$ cat config.mk
export PLATFORM = sky130hd
export DESIGN_NAME = core_insn_loader
export DESIGN_NICKNAME = d
export VERILOG_FILES = /design/src/rtl/core_insn_loader.sv
export SDC_FILE = /design/constraint.sdc
export NUM_CORES = 1
export LEC_CHECK = 0
export ABC_AREA = 1
export CAP_MARGIN = 20
export CORE_UTILIZATION = 48
export CTS_BUF_LIST = sky130_fd_sc_hd__clkbuf_8
export DETAILED_ROUTE_END_ITERATION = 8
export GPL_ROUTABILITY_DRIVEN = 1
export PLACE_DENSITY = 0.86
export REMOVE_ABC_BUFFERS = 1
export SKIP_CTS_REPAIR_TIMING = 1
export SYNTH_ARGS = -nofsm -noshare
export SYNTH_HDL_FRONTEND = slang
export SYNTH_SLANG_ARGS = --single-unit
export TNS_END_PERCENT = 50
$ cat constraint.sdc
create_clock -name clk -period 1.7 [get_ports clk]
set_clock_uncertainty 0.05 [all_clocks]
set_input_delay 0.17 -clock clk [delete_from_list [all_inputs] [get_ports clk]]
set_output_delay 0.17 -clock clk [all_outputs]
set_load 0.01 [all_outputs]
$ cat src/rtl/core_insn_loader.sv
// Per-core instruction loader: reassembles multi-part instruction frames from the
// scheduler bus, hands them to the core pipeline and captures the R0 init value.
module core_insn_loader #(
    parameter int unsigned INSN_BUS_W     = 64,
    parameter int unsigned INSN_LOAD_TIME = 4,
    parameter int unsigned CNT_W          = $clog2(INSN_LOAD_TIME),
    parameter int unsigned REG_W          = 8
) (
    input  logic                                 clk,
    input  logic                                 reset,
    input  logic                                 start,
    input  logic [CNT_W-1:0]                     insn_load_counter,
    input  logic [INSN_BUS_W-1:0]                insn_data,
    input  logic                                 init_r0_vect_bit,
    input  logic [REG_W-1:0]                     init_r0,
    output logic                                 ready,
    output logic [INSN_BUS_W*INSN_LOAD_TIME-1:0] frame_data,
    output logic                                 frame_valid,
    input  logic                                 frame_ack,
    input  logic                                 core_done,
    output logic [REG_W-1:0]                     r0_value,
    output logic                                 r0_we,
    output logic                                 seq_error
);

    localparam int unsigned      FRAME_W   = INSN_BUS_W * INSN_LOAD_TIME;
    localparam logic [CNT_W-1:0] LAST_PART = CNT_W'(INSN_LOAD_TIME - 1);

    typedef enum logic [1:0] {
        IDLE  = 2'd0,
        ISSUE = 2'd1,
        EXEC  = 2'd2
    } state_e;

    state_e             state_q, state_d;
    logic [FRAME_W-1:0] frame_q, frame_d;
    logic [CNT_W-1:0]   exp_cnt_q, exp_cnt_d;
    logic               seq_error_q, seq_error_d;
    logic               ready_q, ready_d;
    logic               valid_q, valid_d;
    logic               vect_prev_q;
    logic [REG_W-1:0]   r0_value_q;
    logic               r0_we_q;

    // Next-state, part write, sequence tracking and registered handshake outputs
    always_comb begin
        state_d     = state_q;
        frame_d     = frame_q;
        exp_cnt_d   = exp_cnt_q;
        seq_error_d = seq_error_q;
        unique case (state_q)
            IDLE: begin
                if (start) begin
                    for (int unsigned k = 0; k < INSN_LOAD_TIME; k++) begin
                        if (insn_load_counter == CNT_W'(k)) begin
                            frame_d[k*INSN_BUS_W +: INSN_BUS_W] = insn_data;
                        end
                    end
                    if (insn_load_counter != exp_cnt_q) begin
                        seq_error_d = 1'b1;
                    end
                    // Resynchronise to the index actually seen, wrapping after the last part
                    exp_cnt_d = (insn_load_counter == LAST_PART) ? '0
                                                                 : insn_load_counter + CNT_W'(1);
                    if (insn_load_counter == LAST_PART) begin
                        state_d = ISSUE;
                    end
                end
            end
            ISSUE: begin
                if (start) begin
                    seq_error_d = 1'b1;
                end
                if (frame_ack) begin
                    state_d = EXEC;
                end
            end
            EXEC: begin
                if (start) begin
                    seq_error_d = 1'b1;
                end
                if (core_done) begin
                    state_d = IDLE;
                end
            end
            default: begin
                state_d = IDLE;
            end
        endcase
        ready_d = (state_d == IDLE);
        valid_d = (state_d == ISSUE);
    end

    // Loader state register
    always_ff @(posedge clk or negedge reset) begin
        if (!reset) begin
            state_q     <= IDLE;
            frame_q     <= '0;
            exp_cnt_q   <= '0;
            seq_error_q <= 1'b0;
            ready_q     <= 1'b1;
            valid_q     <= 1'b0;
        end else begin
            state_q     <= state_d;
            frame_q     <= frame_d;
            exp_cnt_q   <= exp_cnt_d;
            seq_error_q <= seq_error_d;
            ready_q     <= ready_d;
            valid_q     <= valid_d;
        end
    end

    // R0 capture on the rising edge of the init vector bit, independent of the loader
    always_ff @(posedge clk or negedge reset) begin
        if (!reset) begin
            vect_prev_q <= 1'b0;
            r0_value_q  <= '0;
            r0_we_q     <= 1'b0;
        end else begin
            vect_prev_q <= init_r0_vect_bit;
            r0_we_q     <= init_r0_vect_bit & ~vect_prev_q;
            if (init_r0_vect_bit && !vect_prev_q) begin
                r0_value_q <= init_r0;
            end
        end
    end

    assign ready       = ready_q;
    assign frame_valid = valid_q;
    assign frame_data  = frame_q;
    assign seq_error   = seq_error_q;
    assign r0_value    = r0_value_q;
    assign r0_we       = r0_we_q;

endmodule

==> key figures, run 1 <==
Status
  – Status: complete, no violations

Clocking
  – Clock tree from TritonCTS: yes
  – Clock latency reported for the late side of the worst-skew pair: 0.53 ns
  – Maximum level of the CTS H-tree: 2
  – Clock Path Buffers: 3
  – Root buf cell: clkbuf_8
  – Num CTS Buffers: 45
  – CTS clock-pin slew for the worst setup and hold paths: approximately 0.060 ns
  – Count of clock tree sinks: roughly 270

Power and ir drop
  – Internal power summed over all cells: 19.5 mW
  – Combinational cell fraction of total power: 44.2%
  – Power Density: between 1500 and 2000 mW/mm2
  – Power share of the clock group: 18.3%
  – Total Power Consumption: ~30 mW
  – Switching Fraction: 34.6%
  – Proportion of power drawn by flip-flops and latches: 37.5%
  – Leak Pwr: between 9 and 10 nW
  – Worst-case vdd ir drop: between 1000 and 1500 uV
  – Net switching power: 10.3 mW

Timing
  – Portion of the clock cycle consumed by the worst path in the final layout: between 90% and 100%
  – Fin Hold WS: 0.0780 ns
  – Setup_tns: 0 ns
  – Slew @ Worst Pin: 0.507 ns
  – Total of endpoints with negative setup slack in the final report: 0
  – Final critical-path required period: 1.67 ns
  – Max_slew headroom: 66.2%
  – Peak clock frequency supported by timing: 599 MHz
  – Fin. max-slew vios: 0
  – Final Hold Violating Endpoints: 0

Die
  – Initial core utilization: 49.1%
  – IO Pins: 348
  – Number of standard-cell rows in the floorplan: 55
  – Vertical die dimension: 154 um
  – Floorplan Core Area: around 0.023 mm2
  – Die Footprint: 0.0238 mm2
  – Die span in x: around 150 um

Routing
  – Violation count after the first detailed-route iteration: 424
  – Post-Route WL: 31.6 mm
  – Remaining number of nets flagged by the antenna check after routing: 0
  – DRC Markers: 0
  – Number of vias per cell after detailed routing: 5.09
  – Iteration count of the initial detailed-routing pass: 5
  – Via count: 8635
  – Wire length per cell after detailed routing: 18.6 um

Critical path
  – Critical Path Start Type: flop
  – Critical Path AT: 1.45 ns
  – Largest fanout on the critical path: 2
  – Buf/Inv on CP: 1
  – Endpoint required time on the critical path: 1.48 ns
  – Crit path capture type: output port
  – Critical path's slowest cell: clkdlybuf4s50_1
  – Category of cells accounting for the largest share of critical-path delay: buffers and inverters
  – Cell breakdown of the critical path: clkdlybuf4s50_1
  – Longest individual stage delay on the worst path: 0.55 ns
  – Critical path class: reg2out

Layout
  – Synth-to-Final Area Change: 48.6%
  – Final Cell Area: 0.0165 mm2
  – Post-layout nets: 1475
  – Total inserted antenna cells: 0
  – Fraction of layout instances using a drive strength above 1: 21.8%

Global routing
  – Vias in the first global route: 8794
  – Number of antenna violations at the first check in global routing: 0
  – Maximum number of pins on one net before global-route repair: 67
  – GRT Residual Overflow: 0
  – Wire length of the first global-routing pass: 46.5 mm
  – Total routing usage reported by global routing: 24.9%

Place
  – Last weighted congestion value of the routability-driven placer: 0.842
  – Estimated wirelength of the detail-placed design: 20.8 mm
  – Port Buffers: between 300 and 400
  – Cell area after placement: between 0.015 and 0.02 mm2

Synth
  – Post-synthesis instance area: 0.0111 mm2
  – Post-synth cell types: 18
  – Post-synthesis cell type with the largest combined area: dfrtp_1
  – Proportion of synthesized chip area in sequential cells: 61.5%
  – Main area contributors after synthesis: dfrtp_1, o21ai_2, nand2_1, o21a_1, buf_6
  – Post-synthesis cell count: 990
  – Fraction of synthesized cell area taken by the top area cell type: 61.2%
  – Post-synthesis sequential element count: 273
  – Synthesis warning total: 0
  – Mean instance size in the synthesized netlist: 11.2 um2

Run
  – Max-cap violations: 0

Worst hold path
  – Worst Hold Class: in2reg
-- state kept, by name, summed over array words and instances, names as in the netlist, 2 cells and up --
| register | cells |
|---|---|
| frame_data | 256 |
| state_q | 2 |
| r0_value | 8 |
| exp_cnt_q | 2 |
-- through the flow --
stage / util (%) / cells / worst slack [ns]
finish: 72.9 / 1698 / 0.0294
global route: 72.9 / 1698 / -0.0127
CTS: 70.1 / 1685 / -0.171
detailed placement: 66.4 / 1612 / -0.131
global placement: 66.4 / 1612 / -0.0931
floorplan: - / 934 / -3.45
-- layout make-up --
| cell class | count | area [um2] |
|---|---|---|
| multi-input cells | 579 | 3500 |
| fillers | 1484 | 6130 |
| clock inverters | 20 | 106 |
| inverters | 83 | 314 |
| flip-flops and latches | 273 | 6830 |
| well taps | 285 | 357 |
| repair buffers | 405 | 4670 |
| clock buffers | 53 | 729 |
-- cell families (layout without fill, tap and decap cells) --
kind of cell	Yosys count	after routing	share of synthesized area, %
AO/OA/AOI/OAI	261	261	19.3
adder cells (fa/ha/maj)	8	8	0.901
buffers and inverters	139	561	7.75
flip-flops	273	273	61.5
AND/OR/NAND/NOR	309	310	10.6
-- per-layer routing --
metal | GRT usage, % | up-vias | part of all wire [%]
met3 | 7.41 | 83 | 7.0
met4 | 11.0 | 0 | 4.1
li1 | - | 3984 | -
met1 | 29.1 | 4249 | 38
met5 | 0 | - | 0
met2 | 42.4 | 319 | 51
-- final timing paths --
| check | endpoint | slack, ns | start | cells past startpoint |
|---|---|---|---|---|
| worst max-delay path | frame_data[78] | 0.03 | frame_data[78]$_DFFE_PN0P_ | 1 |
| worst min-delay path | vect_prev_q$_DFF_PN0_ | 0.08 | init_r0_vect_bit | 1 |
| worst max register to register | frame_data[240]$_DFFE_PN0P_ | 0.10 | state_q[1]$_DFF_PN0_ | 8 |
| worst min register to register | r0_value[4]$_DFFE_PN0P_ | 0.42 | r0_value[4]$_DFFE_PN0P_ | 2 |
| max in group asynchronous | frame_data[125]$_DFFE_PN0P_ | 0.79 | reset | 3 |
| min in group asynchronous | frame_data[7]$_DFFE_PN0P_ | 0.13 | reset | 2 |
-- cell usage after synthesis --
master	number
dfstp_2	1
nand2_2	3
a21oi_1	1
buf_4	10
o21ai_1	12
o21a_1	65
inv_1	82
nor2_1	2
ha_1	8
nand3_1	5
dfrtp_1	272
nor2_2	1
buf_2	7
buf_6	39
o21ai_0	3
o21ai_2	180
inv_2	1
nand2_1	298
-- cells in the final DEF, fill, tap and decap left out --
cell and instances:
a21oi_1 1, buf_12 20, buf_4 30, buf_6 4
buf_8 1, bufinv_16 1, clkbuf_16 3, clkbuf_8 53
clkdlybuf4s50_1 171, clkinv_2 4, dfrtp_1 272, dfstp_2 1
dlygate4sd3_1 1, dlymetal6s2s_1 175, ha_1 7, ha_4 1
inv_1 95, inv_2 2, inv_4 1, nand2_1 297
nand2_4 2, nand2_8 3, nand3_1 5, nor2_1 1
nor2_2 1, nor2_4 1, o21a_1 65, o21ai_0 3
o21ai_1 12, o21ai_2 180
-- power groups by stage --
stage                     clock network, mW  registers [mW]  logic [mW]
after floorplan                           0            12.5        4.11
after global placement                    0            11.1        12.9
after detailed placement                  0            11.3        13.3
after CTS                              5.57            11.2        13.4
after global routing                   5.88            11.5        14.1
final                                  5.46            11.2        13.2
Note: power is estimated with default switching activity, not from simulation.
==> run 2, diff against run 1 <==
--- a/config.mk
+++ b/config.mk
@@ -7,6 +7,7 @@
 export LEC_CHECK = 0
 export ABC_AREA = 1
 export CAP_MARGIN = 20
+export CORE_MARGIN = 5
 export CORE_UTILIZATION = 48
 export CTS_BUF_LIST = sky130_fd_sc_hd__clkbuf_8
 export DETAILED_ROUTE_END_ITERATION = 8
==> run 2 against run 1 <==
Fmax is 1.4% lower; largest power group unchanged; via count increased by 1.9%; combinational power barely moved; core utilization rose by 0.55 points; count of clock-buffer cells in the layout up 4.
==> key figures, run 2 (synthesized netlist as in run 1, its figures left out) <==
Power and ir drop
  – Total Power Consumption: 30.4 mW (+2.1%)
  – Proportion of power drawn by flip-flops and latches: 36.8% (-0.7 points)
  – Internal power summed over all cells: 19.9 mW (+1.9%)
  – Worst-case vdd ir drop: 1360 uV (+18%)
  – Combinational cell fraction of total power: 43.6% (-0.6 points)
  – Power Density: 1820 mW/mm2 (+1.1%)
  – Power share of the clock group: 19.6% (+1.3 points)
  – Net switching power: 10.6 mW (+2.5%)
  – Switching Fraction: 34.7% (+0.13 points)
  – Leak Pwr: 9.61 nW (+4.2%)

Die
  – Die Footprint: 0.0263 mm2 (+11%)
  – Number of standard-cell rows in the floorplan: 55 (unchanged)
  – Die span in x: 162 um (+5.2%)
  – Vertical die dimension: 162 um (+5.2%)
  – Floorplan Core Area: 0.0227 mm2 (+0.30%)
  – Initial core utilization: 48.9% (-0.15 points)
  – IO Pins: 348 (unchanged)

Layout
  – Leading cell type in the layout, fill and taps excluded: nand2_1
  – Sequential standard cell area: 0.00683 mm2 (unchanged)
  – Number of standard cells in the final layout excluding fillers: 1698 (unchanged)
  – Final Cell Area: 0.0167 mm2 (+1.1%)
  – Post-layout nets: 1476 (+0.068%)
  – Final core area utilization: 73.5% (+0.55 points)
  – Total inserted antenna cells: 0 (unchanged)
  – Filler Cells Inserted: 1445 (-2.6%)
  – Fraction of layout instances using a drive strength above 1: 22.2% (+0.42 points)
  – Most frequent cells in the layout: nand2_1, dfrtp_1, dlymetal6s2s_1
  – Synth-to-Final Area Change: 50.1%
  – Total area of multi-input combinational cells: 0.00350 mm2 (unchanged)
  – Max FFs per register: 256 (unchanged)

Timing
  – Final critical-path required period: 1.70 ns (+0.0245 ns)
  – Fin Hold WS: 0.105 ns (+0.0268 ns)
  – Slew @ Worst Pin: 0.601 ns (+0.0942 ns)
  – Setup_tns: 0 ns (unchanged)
  – Setup ws final: 0.00488 ns (-0.0245 ns)
  – Total of endpoints with negative setup slack in the final report: 0 (unchanged)
  – Max_slew headroom: 59.9% (-6.3 points)
  – Fin. max-slew vios: 0 (unchanged)
  – Final Hold Violating Endpoints: 0 (unchanged)
  – Portion of the clock cycle consumed by the worst path in the final layout: 99.7% (+1.4 points)
  – Peak clock frequency supported by timing: 590 MHz (-1.4%)

Critical path
  – Critical path class: reg2reg
  – Endpoint required time on the critical path: 2.06 ns (+0.58 ns)
  – Crit path capture type: flop
  – Critical Path Start Type: flop
  – Timing startpoint of the critical path: state_q[1]$_DFF_PN0_
  – Cell breakdown of the critical path: inv_2, ha_4, nand2_4, inv_4, nand2_8, buf_12, nand2_1, o21ai_2
  – Source of the worst register-to-register timing path: state_q[1]$_DFF_PN0_
  – Critical path's slowest cell: dfrtp_1
  – Critical Path AT: 2.05 ns (+0.60 ns)
  – Largest fanout on the critical path: 16 (+14)
  – Longest individual stage delay on the worst path: 0.40 ns (-0.15 ns)

Clocking
  – CTS clock-pin slew for the worst setup and hold paths: 0.07 ns (about the same)
  – Num CTS Buffers: 45 (unchanged)
  – Maximum level of the CTS H-tree: 2 (unchanged)
  – Clock tree from TritonCTS: yes
  – Clock Path Buffers: 3 (unchanged)
  – Root buf cell: clkbuf_8
  – Clock latency reported for the late side of the worst-skew pair: 0.53 ns (about the same)
  – Count of clock tree sinks: 273 (unchanged)

Global routing
  – Total routing usage reported by global routing: 23.0% (-1.9 points)
  – Maximum number of pins on one net before global-route repair: 70 (+4.5%)
  – Vias in the first global route: 9143 (+4.0%)
  – Number of antenna violations at the first check in global routing: 0 (unchanged)
  – Wire length of the first global-routing pass: 48.7 mm (+4.5%)
  – GRT Residual Overflow: 0 (unchanged)

Routing
  – Wire length per cell after detailed routing: 20.1 um (+8.0%)
  – Iteration count of the initial detailed-routing pass: 5 (unchanged)
  – Remaining number of nets flagged by the antenna check after routing: 0 (unchanged)
  – Number of vias per cell after detailed routing: 5.18 (+1.9%)
  – Violation count after the first detailed-route iteration: 531 (+25%)
  – DRC Markers: 0 (unchanged)
  – Post-Route WL: 34.1 mm (+8.0%)
  – Via count: 8800 (+1.9%)

Place
  – Port Buffers: 347 (unchanged)
  – Post-Place Cells: 1616 (+0.25%)
  – Cell area after placement: 0.0150 mm2 (about the same)
  – Worst Setup Slack post-DPL: -0.145 ns (-0.0137 ns)
  – Estimated wirelength of the detail-placed design: 21.8 mm (+5.2%)
  – Last weighted congestion value of the routability-driven placer: 0.833 (-1.0%)

Worst hold path
  – Worst Hold Class: in2reg
  – Critical hold path startpoint: init_r0_vect_bit

Status
  – Status: complete, no violations

Run
  – Max-cap violations: 0 (unchanged)
==> run 2: path summary, 6_finish.rpt <==
path                                          endpoint  cells past startpoint  slack (ns)
hold / removal                   vect_prev_q$_DFF_PN0_                      1        0.10
setup / recovery            frame_data[79]$_DFFE_PN0P_                      8       0.005
max in group asynchronous  frame_data[191]$_DFFE_PN0P_                      3        0.75
min in group asynchronous  frame_data[243]$_DFFE_PN0P_                      2        0.14
setup reg to reg            frame_data[79]$_DFFE_PN0P_                      8       0.005
hold reg to reg            frame_data[144]$_DFFE_PN0P_                      2        0.42
==> run 2: layer usage <==
metal,vias to the layer above,global-route usage [%],part of all wire (%)
met2,364,39.1,52
met3,95,7.21,8.0
met4,0,9.84,3.5
met1,4362,26.9,36
li1,3979,-,-
met5,-,0,0
==> run 2: layout make-up <==
class                           instances  area share (%)
Clock inverter                         15           0.847
Tap cell                              285            2.14
Multi-Input combinational cell        579            21.0
Timing Repair Buffer                  406            28.5
Clock buffer                           57            4.70
Sequential cell                       273            40.9
Inverter                               83            1.88
==> run 2: power groups by stage <==
stage	registers, mW	clock network [mW]	logic [mW]
global route	11.6	6.38	14.2
detailed placement	11.2	0	13.5
floorplan	12.5	0	4.11
finish	11.2	5.96	13.3
global placement	11.1	0	13.1
CTS	11.2	6.06	13.6
==> run 2: worst max-delay path, delay by kind of cell (launching register included) <==
| family | cells | cell delay [ns] |
|---|---|---|
| AOI/OAI and AO/OA | 1 | 0.10 |
| buffers and inverters | 3 | 0.48 |
| DFF | 1 | 0.40 |
| adders and majority gates | 1 | 0.16 |
| and+or+nand+nor | 3 | 0.37 |
